--- config.mk ---
export PLATFORM = sky130hd
export DESIGN_NAME = hazard_fwd_ctrl
export DESIGN_NICKNAME = d
export VERILOG_FILES = /design/src/rtl/hazard_fwd_ctrl_pkg.sv /design/src/rtl/hazard_fwd_ctrl_sat_counter.sv /design/src/rtl/hazard_fwd_ctrl.sv
export SDC_FILE = /design/constraint.sdc
export NUM_CORES = 1
export LEC_CHECK = 0
export BUFFER_PORTS_ARGS = -buffer_cell sky130_fd_sc_hd__buf_4
export CORE_MARGIN = 2
export CORE_UTILIZATION = 49
export DETAILED_ROUTE_END_ITERATION = 10
export PLACE_DENSITY_LB_ADDON = 0.25
export SETUP_SLACK_MARGIN = 0.5
export SYNTH_ARGS = -nofsm -noshare
export SYNTH_HDL_FRONTEND = slang
export SYNTH_HIERARCHICAL = 1
export SYNTH_SLANG_ARGS = --single-unit
export TNS_END_PERCENT = 5
--- constraint.sdc ---
create_clock -name clk -period 2.86 [get_ports clk]
set_clock_uncertainty 0.2 [all_clocks]
set_input_delay 0.143 -clock clk [delete_from_list [all_inputs] [get_ports clk]]
set_output_delay 0.143 -clock clk [all_outputs]
set_load 0.05 [all_outputs]
--- src/rtl/hazard_fwd_ctrl_pkg.sv ---
// Shared definitions for the hazard/forwarding controller: forward-select
// encoding, default register-address width and the forward priority helper.
package hazard_fwd_ctrl_pkg;

    localparam int DEF_ASIZE = 4;

    typedef enum logic [1:0] {
        FWD_RF     = 2'd0,  // register file read
        FWD_EXMEM  = 2'd1,  // EX/MEM aluout
        FWD_MEMWB  = 2'd2,  // MEM/WB write data
        FWD_WBHOLD = 2'd3   // registered copy of last cycle's write data
    } fwd_sel_e;

    // Youngest producer wins; a load still in EX cannot forward (it stalls),
    // so its hit is skipped and older entries are considered instead.
    function automatic fwd_sel_e fwd_pick(input logic h0, input logic h0_ld,
                                          input logic h1, input logic h2);
        if (h0 && !h0_ld) return FWD_EXMEM;
        if (h1)           return FWD_MEMWB;
        if (h2)           return FWD_WBHOLD;
        return FWD_RF;
    endfunction

endpackage

--- src/rtl/hazard_fwd_ctrl_sat_counter.sv ---
// Saturating event counter with synchronous clear (clear beats increment).
module sat_counter #(
    parameter int W = 16
) (
    input  logic         clk,
    input  logic         rst,
    input  logic         inc,
    input  logic         clr,
    output logic [W-1:0] cnt
);

    logic [W-1:0] r_cnt;

    // Count events, sticking at all-ones
    always_ff @(posedge clk or posedge rst) begin
        if (rst)                        r_cnt <= '0;
        else if (clr)                   r_cnt <= '0;
        else if (inc && (r_cnt != '1))  r_cnt <= r_cnt + W'(1);
    end

    assign cnt = r_cnt;

endmodule

--- src/rtl/hazard_fwd_ctrl.sv ---
// Hazard/forwarding controller for the 5-stage core. Tracks destinations in
// EX/MEM/WB, raises load-use stalls and branch/jump flushes, and registers the
// EX operand forward selects one cycle after an instruction leaves ID.
import hazard_fwd_ctrl_pkg::*;

module hazard_fwd_ctrl #(
    parameter int ASIZE       = DEF_ASIZE,
    parameter int LINK_REG    = 15,
    parameter bit ZERO_REG_EN = 1'b1,
    parameter int CNT_W       = 16
) (
    input  logic             clk,
    input  logic             rst,
    input  logic             id_valid,
    input  logic [ASIZE-1:0] id_raddr1,
    input  logic [ASIZE-1:0] id_raddr2,
    input  logic             id_use1,
    input  logic             id_use2,
    input  logic [ASIZE-1:0] id_waddr,
    input  logic             id_wen,
    input  logic             id_memread,
    input  logic             id_jal,
    input  logic             id_jump,
    input  logic             ex_branch_taken,
    input  logic             ext_stall,
    input  logic             clr_cnt,
    output logic             stall_pc,
    output logic             stall_if_id,
    output logic             flush_if_id,
    output logic             bubble_id_ex,
    output logic [1:0]       fwd_a_sel,
    output logic [1:0]       fwd_b_sel,
    output logic [2:0]       stage_valid,
    output logic [CNT_W-1:0] stall_cnt,
    output logic [CNT_W-1:0] flush_cnt
);

    localparam logic [ASIZE-1:0] LINK = ASIZE'(LINK_REG);

    // Scoreboard: index 0 = EX, 1 = MEM, 2 = WB
    logic [2:0]            r_vld, r_wen, r_ld;
    logic [2:0][ASIZE-1:0] r_waddr;
    fwd_sel_e              r_fwd_a, r_fwd_b;

    logic [2:0]       w_hit_a, w_hit_b;
    logic             w_zero_a, w_zero_b, w_lu, w_bubble;
    logic             w_stall_inc, w_flush_inc, w_wen;
    logic [ASIZE-1:0] w_dst;

    assign w_dst    = id_jal ? LINK : id_waddr;
    assign w_wen    = id_wen | id_jal;
    assign w_zero_a = ZERO_REG_EN && (id_raddr1 == '0);
    assign w_zero_b = ZERO_REG_EN && (id_raddr2 == '0);

    // Match each used ID source against every live writing entry
    always_comb begin
        w_hit_a = '0;
        w_hit_b = '0;
        for (int i = 0; i < 3; i++) begin
            w_hit_a[i] = id_use1 & r_vld[i] & r_wen[i] & (r_waddr[i] == id_raddr1) & ~w_zero_a;
            w_hit_b[i] = id_use2 & r_vld[i] & r_wen[i] & (r_waddr[i] == id_raddr2) & ~w_zero_b;
        end
    end

    assign w_lu = id_valid & r_ld[0] & (w_hit_a[0] | w_hit_b[0]);

    // Pipeline control, highest priority first: freeze, taken branch, load-use, jump
    always_comb begin
        stall_pc    = 1'b0;
        stall_if_id = 1'b0;
        flush_if_id = 1'b0;
        w_bubble    = 1'b0;
        if (ext_stall) begin
            stall_pc    = 1'b1;
            stall_if_id = 1'b1;
        end else if (ex_branch_taken) begin
            flush_if_id = 1'b1;
            w_bubble    = 1'b1;
        end else if (w_lu) begin
            stall_pc    = 1'b1;
            stall_if_id = 1'b1;
            w_bubble    = 1'b1;
        end else if (id_jump) begin
            flush_if_id = 1'b1;
        end
    end

    assign bubble_id_ex = w_bubble;

    // Advance the scoreboard and capture forward selects; frozen under ext_stall
    always_ff @(posedge clk or posedge rst) begin
        if (rst) begin
            r_vld   <= '0;
            r_wen   <= '0;
            r_ld    <= '0;
            r_waddr <= '0;
            r_fwd_a <= FWD_RF;
            r_fwd_b <= FWD_RF;
        end else if (!ext_stall) begin
            r_vld   <= {r_vld[1:0], id_valid & ~w_bubble};
            r_wen   <= {r_wen[1:0], w_wen & ~w_bubble};
            r_ld    <= {r_ld[1:0],  id_memread & ~w_bubble};
            r_waddr <= {r_waddr[1:0], w_dst};
            r_fwd_a <= w_bubble ? FWD_RF : fwd_pick(w_hit_a[0], r_ld[0], w_hit_a[1], w_hit_a[2]);
            r_fwd_b <= w_bubble ? FWD_RF : fwd_pick(w_hit_b[0], r_ld[0], w_hit_b[1], w_hit_b[2]);
        end
    end

    assign fwd_a_sel   = r_fwd_a;
    assign fwd_b_sel   = r_fwd_b;
    assign stage_valid = {r_vld[2], r_vld[1], r_vld[0]};

    // Only events that actually take effect are counted (a freeze masks both)
    assign w_stall_inc = ~ext_stall & ~ex_branch_taken & w_lu;
    assign w_flush_inc = ~ext_stall & ex_branch_taken;

    sat_counter #(.W(CNT_W)) u_stall_cnt (
        .clk (clk),
        .rst (rst),
        .inc (w_stall_inc),
        .clr (clr_cnt),
        .cnt (stall_cnt)
    );

    sat_counter #(.W(CNT_W)) u_flush_cnt (
        .clk (clk),
        .rst (rst),
        .inc (w_flush_inc),
        .clr (clr_cnt),
        .cnt (flush_cnt)
    );

endmodule

After elaboration in Yosys (flattened, before gate mapping)
Index checks and enable logic that the tools add are counted.
Widths: inputs -> output; s select.

storage, ports and cells
  flip-flop bits (word level) = 55
  input port bits = 24
  output and inout bits = 43
  word-level logic and storage cells = 114

cells by class
  add/sub/neg operators = 2
  eq/ne operators = 8
  multiplexer cells = 46
  bitwise logic cells = 39
  reductions and logical operators = 9

operators with widths
  cell                   count
  $mux 16                4
  $add 16x1->16 const B  2
  $and 1x1->1            32
  $ne 16x16->1 const B   2
  $mux 2                 14
  $mux 1                 27
  $eq 4x4->1             6
  $logic_not 4->1        2
  $not 1->1              5
  $logic_and 1x1->1      4
  $mux 4                 1
  $reduce_bool 2->1      2
  $or 1x1->1             2
  $logic_not 1->1        1

Depth between registers and ports, before layout
Gate-level depths: netlist of run 1.

  depth in word-level cells = 16
  gate-level depth with buffers = 10
  gate-level depth less buffers = 9

Cells and area by module
Netlist of run 1, hierarchy kept.

by module, submodules not included
  module           times used  cells each  area each (µm²)  seq. area each (µm²)
  sat_counter      2           101         932.1            400.4
  hazard_fwd_ctrl  1           128         1,307.5          575.6

Worst setup path before layout of run 1
Ideal clock, no wire load.

  kind = register to register
  start = reg r_vld[0] (netlist: stage_valid[0])
  end = reg u_stall_cnt.r_cnt[13] (netlist: u_stall_cnt/cnt[13])
  library setup time = 78 ps
  arrival time = 3,049 ps
  data required time = 2,582 ps
  slack = -466 ps
  stages on the path, launching flop included = 11
  path buffers = 1
  clock period less this slack = 3,326 ps
  cell sequence = dfrtp_1 > nand2_1 > or3_1 > or2_1 > and2_1 > nor4_1 > clkbuf_2 > nand3_1 > or4_4 > or4_1 > a21oi_1

on the way
  longest elaborated chain between the ends = 9
  elaborated cells between the ends (all ways) = 13
  classes of those cells = bitwise (11); reduce/logical (2)

ends and longest elaborated chain
  what                                                 line                                          text
  from (decl)                                          hazard_fwd_ctrl.sv:41                         logic [2:0] r_vld, r_wen, r_ld;
  from (signal assigned)                               hazard_fwd_ctrl.sv:100                        r_vld <= {r_vld[1:0], id_valid & ~w_bubble};
  $and 1x1->1, on equally long branches (4 in series)  hazard_fwd_ctrl.sv:60, hazard_fwd_ctrl.sv:61
  $or 1x1->1 (*)                                       hazard_fwd_ctrl.sv:65                         assign w_lu = id_valid & r_ld[0] & (w_hit_a[0] | w_hit_b[0]);
  $and 1x1->1 (*)                                      hazard_fwd_ctrl.sv:65
  $and 1x1->1 (*)                                      hazard_fwd_ctrl.sv:114                        assign w_stall_inc = ~ext_stall & ~ex_branch_taken & w_lu;
  via w_stall_inc                                      hazard_fwd_ctrl.sv:47                         logic w_stall_inc, w_flush_inc, w_wen;
  $logic_and 1x1->1 (*)                                hazard_fwd_ctrl_sat_counter.sv:18             else if (inc && (r_cnt != '1)) r_cnt <= r_cnt + W'(1);
  $reduce_bool 2->1 (no line) (*)                      --
  to (signal assigned)                                 hazard_fwd_ctrl_sat_counter.sv:18
  to (decl)                                            hazard_fwd_ctrl_sat_counter.sv:12             logic [W-1:0] r_cnt;

Mark *: on every way through the listed nets, which the timed path passes. The rest lies on a longest branch.
A chain may end at the register's enable or synchronous reset.

Final worst setup path of run 1
  start = reg r_waddr[1] in the netlist's numbering
  end = reg u_stall_cnt.r_cnt[13] (netlist: u_stall_cnt/cnt[13])

on the way
  longest elaborated chain between the ends = 8
  elaborated cells between the ends (all ways) = 11
  classes of those cells = eq/ne (2); bitwise (7); reduce/logical (2)

ends and longest elaborated chain
  what                                                 line                                          text
  from (decl)                                          hazard_fwd_ctrl.sv:42                         logic [2:0][ASIZE-1:0] r_waddr;
  from (signal assigned)                               hazard_fwd_ctrl.sv:103                        r_waddr <= {r_waddr[1:0], w_dst};
  $eq 4x4->1, on equally long branches                 hazard_fwd_ctrl.sv:60, hazard_fwd_ctrl.sv:61
  $and 1x1->1, on equally long branches (2 in series)  hazard_fwd_ctrl.sv:60, hazard_fwd_ctrl.sv:61
  $or 1x1->1 (*)                                       hazard_fwd_ctrl.sv:65
  $and 1x1->1 (*)                                      hazard_fwd_ctrl.sv:65
  $and 1x1->1 (*)                                      hazard_fwd_ctrl.sv:114
  via w_stall_inc                                      hazard_fwd_ctrl.sv:47
  $logic_and 1x1->1 (*)                                hazard_fwd_ctrl_sat_counter.sv:18
  $reduce_bool 2->1 (no line) (*)                      --

Marked as above.

==> reports/results.ini, run 1 <==
[power_and_ir_drop]
p_int_mw=1.23
cellPowerDensity_nw_per_um2=403
p_leak_nw=1.73
p_switching_mw=0.445
p_seq_share_pct=51.4
power.total_mw=1.67
ir_drop_mv=0.262
power_frac_comb_pct=16.6
swShare_pct=26.6
clkPwrFrac_pct=32.1

[worst_setup_path]
path_class=flip-flop to flip-flop
worstPathRequired_ns=2.90
end_kind=flip-flop
crit_path_start_kind=flip-flop
ff2ff_setup_slack_ns=-0.08
path_max_fanout=5
worst_ep_arrival_time_ns=2.99

[synthesis]
netlist_top_cells_area=dfrtp_1 43%, mux2_2 5.7%, a21oi_1 3.8%, xor2_1 3.6%, xnor2_1 3.0%
ys_seq_area_share_pct=43.4
synth_top_cell_area_share_pct=43.4
postSynth.asyncResetShare_pct=100
synthDistinctLibCells=42
syn-num-nets=356
synth_ff_type=dfrtp_1
postSynthCellCount=330
ys_ff_latch=55
synth_warnings=6
netlist_area_um2=3170
postSynthAreaPerCell_um2=9.61
synth-edff-count=0
yosys.area.top_type=dfrtp_1

[routing]
routedWlPerCell_um=16.1
first_pass_iters=5
vias_per_cell=5.95
drc=0
first_iter_violations=187
routed_wl_mm=8.00
vias=2951
ant_nets=0

[floorplan]
coreArea_um2=6310
start_util_pct=50.2
fp.dieW_um=84.5
die_area_um2=7130
die-height_um=84.5
ioPinCount=67
rows=29

[grt]
grt_antenna_before_repair=0
gr-total-overflow=0
grt_first_pass_wirelength_mm=13.7
grt_use_total_pct=23.3
grt_pass1_vias=2833
grt_start_max_net_pins=39

[clock_network]
clockBufferDepth=2
cts_buffers=5
clkTransAtPathRegs_ns=0.10
numClockSinks=55
ctsHtreeMaxLevel=2
root_buffer=clkbuf_8
insertion_delay_ns=0.31
postCtsSetupRepairBufs=0
cts_tree=yes

[min_path]
hold_class=primary input to flip-flop

[placed_design]
numPortBuffers=66
hpwl_mm=5.51
gp_congestion=0.879
place_ws_ns=-0.121
dp.cells=474
dpl_cell_area_um2=3800

[flow_run]
drv_cap=0

[sta]
setup_viol=2
hold_viol=0
rsz0062_at_grt=true
min_period_over_period_pct=103
max_freq_mhz=340
tns_ns=-0.136
drv_slew=0
postLayoutSetupSlackWorst_ns=-0.0824
fin_crit_ns=2.94
tightest_slew_ns=0.884
hold-worst-slack_ns=0.0467
slew_headroom_pct=40.5

[cells_and_area]
area_growth_pct=30.8
layout.nets=444
fill_cells=535
multi_input_area_um2=1770
stdcell_count=496
fin_util_pct=65.7
postLayoutCellArea_um2=4150
layout-drive-gt1-share_pct=30.8
register_area_um2=1380
antenna_cells=0

[run_status]
status=finished with violations
violations=setup timing

## critical path: stages, from the launching register on
cell,delay [ns]
dfrtp_1,0.40
xor2_1,0.16
or3_1,0.35
or2_1,0.24
and2_4,0.17
nor4_2,0.13
buf_4,0.15
nand3_2,0.07
or4_4,0.45
or4_4,0.43
a21oi_2,0.14
## synthesized netlist by cell type (all sizes together) (3+ instances only)
master / number
a21oi: 24
a31oi: 3
and4: 3
buf: 4
clkbuf: 6
dfrtp: 55
inv: 10
mux2: 16
nand2: 26
nand2b: 4
nand3: 17
nand4: 12
nor2: 15
nor2b: 7
nor3: 13
nor4: 8
o21ai: 18
o31ai: 12
o41ai: 7
or3: 15
or4: 16
xnor2: 11
xor2: 13
## cell usage in the layout, fill, tap and decap left out, types with 4 or more instances in the layout
master	Yosys	final
dlygate4sd3_1	0	14
buf_4	3	76
nand2b_1	4	4
inv_1	10	10
or3_1	13	13
a21oi_1	24	23
nor4_1	8	5
nor3_1	13	10
xor2_1	13	13
mux2_2	16	15
o31ai_1	12	12
nor2_1	15	14
nand3_1	17	16
dfrtp_1	55	53
nor2b_1	7	6
or4_1	12	11
nand4_1	10	10
clkbuf_8	0	6
xnor2_1	11	11
o21ai_0	18	18
nand2_1	25	24
o41ai_1	6	6
## area by class of cell
| type | instances | share of cell area, % |
|---|---|---|
| clock inverter | 2 | 0.845 |
| clock buffer | 6 | 1.99 |
| sequential | 55 | 33.2 |
| timing repair buffer | 93 | 17.9 |
| multi-input combinational | 253 | 42.7 |
| tap | 77 | 2.32 |
| inverter | 10 | 0.905 |
## state kept, by name, indices dropped and copies added (netlist names)
register	cells
r_wen	3
fwd_a_sel	2
fwd_b_sel	2
r_ld	1
u_flush_cnt/cnt	16
stage_valid	3
r_waddr	12
u_stall_cnt/cnt	16
## cells by family (layout without fill, tap and decap cells)
family                     count (synthesis)  after routing  synth area share [%]
xor gates and xnor gates                  24             24                  6.63
DFF                                       55             55                  43.4
buffers and inverters                     22            111                  3.35
and+or+nand+nor                          138            138                  25.1
muxes                                     18             18                  6.31
adders and majority gates                  2              2                 0.789
AOI/OAI and AO/OA                         71             71                  14.4
## power groups by stage
stage,combinational (mW),sequential [mW],clock (mW)
after floorplan,0.147,0.887,0
after global placement,0.251,0.872,0
after detailed placement,0.255,0.874,0
after CTS,0.275,0.858,0.541
after global routing,0.301,0.866,0.581
final,0.277,0.859,0.536
## final timing paths
path / cells after the start / start / endpoint
worst min register to register: 2 / fwd_b_sel[0] / fwd_b_sel[0]
worst min-delay path: 3 / ext_stall / fwd_b_sel[1]
worst max-delay path: 10 / r_waddr[1] / u_stall_cnt/cnt[13]
max in group asynchronous: 3 / rst / r_waddr[0]
worst max register to register: 10 / r_waddr[1] / u_stall_cnt/cnt[13]
min in group asynchronous: 3 / rst / u_stall_cnt/cnt[12]
## timing repair
item | 4_1_cts | 5_1_grt
setup endpoints to repair | 20 | 22
hold buffers | 14 | 0
hold endpoints to repair | 63 | 0
pin swaps | 8 | 3
resized for setup | 14 | 7
## layer usage
| metal | global-route usage [%] | wire length, um | vias to the layer above |
|---|---|---|---|
| met3 | 4.23 | 461 | 17 |
| met1 | 32.2 | 3460 | 1428 |
| met5 | 0 | 0 | - |
| met4 | 7.36 | 144 | 0 |
| met2 | 37.6 | 3940 | 103 |
| li1 | - | - | 1403 |
(Power assumes the default switching activity.)
==> inputs of run 2 (changes only) <==
- CORE_UTILIZATION: 49 -> 55
- clock period: 2.86 -> 3.2 ns (I/O delays scaled with it)
==> run 2 against run 1 <==
Against the previous run:
- the run now ends clean
- flip-flop and latch count did not move
- maximum frequency is 2.5% lower
- routed wire length decreased by 0.29%
- die area decreased by 10%
- count of clock-buffer cells in the layout is 1 higher
- combinational power fell by 13%
- critical path type unchanged
- largest power group unchanged
==> reports/results.ini, run 2 (same netlist as run 1, synthesis figures left out) <==
[sta]
rsz0062_at_grt=true
drv_slew=0  ; unchanged
fin_crit_ns=3.02  ; +0.0765 ns
tightest_slew_ns=0.892  ; +0.00782 ns
min_period_over_period_pct=94.3  ; -8.5 points
tns_ns=0  ; +0.136 ns
slew_headroom_pct=40.5  ; -0.044 points
setup_viol=0  ; -2
hold_viol=0  ; unchanged
max_freq_mhz=331  ; -2.5%

[run_status]
status=completed

[power_and_ir_drop]
cellPowerDensity_nw_per_um2=366  ; -9.1%
p_leak_nw=1.66  ; -3.9%
power.total_mw=1.47  ; -12%
ir_drop_mv=0.194  ; -26%

[worst_setup_path]
slowest_delay_ns=0.46  ; about the same
crit_path_start_kind=flip-flop
worstPathRequired_ns=3.24  ; +0.34 ns
path_max_fanout=6  ; +1
cp_slowest_cell=or4_4
worst_ep_arrival_time_ns=3.06  ; +0.07 ns
end_kind=flip-flop
path_cells=xor2_1 > or3_1 > or2_1 > and2_1 > nor4_4 > nand3_2 > or4_4 > or4_1 > a21oi_1
path_class=flip-flop to flip-flop

[routing]
drc=0  ; unchanged
vias_per_cell=6.19  ; +4.1%
first_pass_iters=5  ; unchanged
first_iter_violations=248  ; +33%
routed_wl_mm=7.98  ; -0.29%
routedWlPerCell_um=16.5  ; +2.2%
vias=2997  ; +1.6%
ant_nets=0  ; unchanged

[grt]
grt_start_max_net_pins=39  ; unchanged
grt_antenna_before_repair=0  ; unchanged
grt_use_total_pct=26.3  ; +3.0 points
grt_pass1_vias=2764  ; -2.4%
gr-total-overflow=0  ; unchanged
grt_first_pass_wirelength_mm=13.2  ; -3.6%

[clock_network]
cts_tree=yes
cts_buffers=5  ; unchanged
clockBufferDepth=2  ; unchanged
root_buffer=clkbuf_8
numClockSinks=55  ; unchanged
clkTransAtPathRegs_ns=0.10  ; about the same
insertion_delay_ns=0.31  ; about the same
ctsHtreeMaxLevel=2  ; unchanged

[cells_and_area]
layout-drive-gt1-share_pct=26.5  ; -4.3 points
final_cell_mix=73 x buf_4, 54 x dfrtp_1, 25 x nand2_1
antenna_cells=0  ; unchanged
layout_commonest_cell=buf_4
layout.nets=437  ; -1.6%
area_growth_pct=26.1
fin_util_pct=72.2  ; +6.5 points

[floorplan]
rows=27  ; -6.9%
coreArea_um2=5540  ; -12%
die-height_um=79.9  ; -5.3%
start_util_pct=57.2  ; +7.0 points
die_area_um2=6390  ; -10%
fp.dieW_um=79.9  ; -5.3%
ioPinCount=67  ; unchanged

[placed_design]
gp_congestion=0.900  ; +2.4%
hpwl_mm=5.50  ; -0.33%
numPortBuffers=66  ; unchanged

[flow_run]
drv_cap=0  ; unchanged

[min_path]
hold_class=primary input to flip-flop

==> run 2: changes by cell type in the layout (fill, tap and decap cells not counted), sizes merged <==
| cell | previous run | this run |
|---|---|---|
| clkinv | 1 | 0 |
| clkbuf | 6 | 7 |
| dlygate4sd3 | 14 | 13 |
| buf | 79 | 73 |
==> run 2: final timing paths <==
check	startpoint	endpoint	slack, ns	cells after the start
setup / recovery	r_waddr[1]	u_stall_cnt/cnt[13]	0.18	9
hold / removal	id_jal	r_waddr[2]	0.01	3
setup reg to reg	r_waddr[1]	u_stall_cnt/cnt[13]	0.18	9
hold reg to reg	fwd_a_sel[1]	fwd_a_sel[1]	0.29	2
max in group asynchronous	rst	stage_valid[0]	1.75	3
min in group asynchronous	rst	u_stall_cnt/cnt[2]	0.34	3
==> run 2: layer usage <==
metal | part of all wire [%] | track usage, % | up-vias
met5 | 0 | 0 | -
met3 | 5.9 | 4.52 | 16
met4 | 1.9 | 8.31 | 0
met2 | 50 | 42.8 | 111
met1 | 42 | 35.7 | 1464
li1 | - | - | 1406
==> run 2: area by class of cell <==
cell class | instances | area [um2]
sequential | 55 | 1380
inverter | 10 | 37.5
clock inverter | 1 | 30.0
timing repair buffer | 86 | 678
tap | 72 | 90.1
multi-input combinational | 253 | 1710
clock buffer | 7 | 76.3
fill | 444 | 1540
==> run 2: timing repair <==
item,in CTS,in global routing
pin swaps,1,0
hold buffers,13,0
hold endpoints to repair,63,0
resized for setup,2,0
setup buffers,4,1
setup endpoints to repair,16,16
==> run 2: critical path, delay by kind of cell, from the launching register on <==
| family | cells | cell delay (ns) |
|---|---|---|
| AOI/OAI and AO/OA | 1 | 0.17 |
| xor gates and xnor gates | 1 | 0.17 |
| DFF | 1 | 0.43 |
| and+or+nand+nor | 7 | 1.98 |
==> run 2: per-stage QoR <==
step / worst slack (ns) / area, um2 / hold slack (ns) / instances
2_1_floorplan: 0.0665 / 3180 / -0.126 / 330
3_3_place_gp: 0.0467 / 3710 / 0.0942 / 458
3_5_place_dp: -0.0521 / 3710 / 0.107 / 458
4_1_cts: 0.196 / 3990 / 0.00768 / 483
5_1_grt: 0.0562 / 4000 / 0.0200 / 484
6_report: 0.181 / 4000 / 0.0128 / 484
==> run 2: where the power goes <==
group          switching [mW]  internal (mW)  total (mW)
clock                   0.218          0.235       0.453
combinational           0.132          0.109       0.241
sequential             0.0433          0.728       0.771
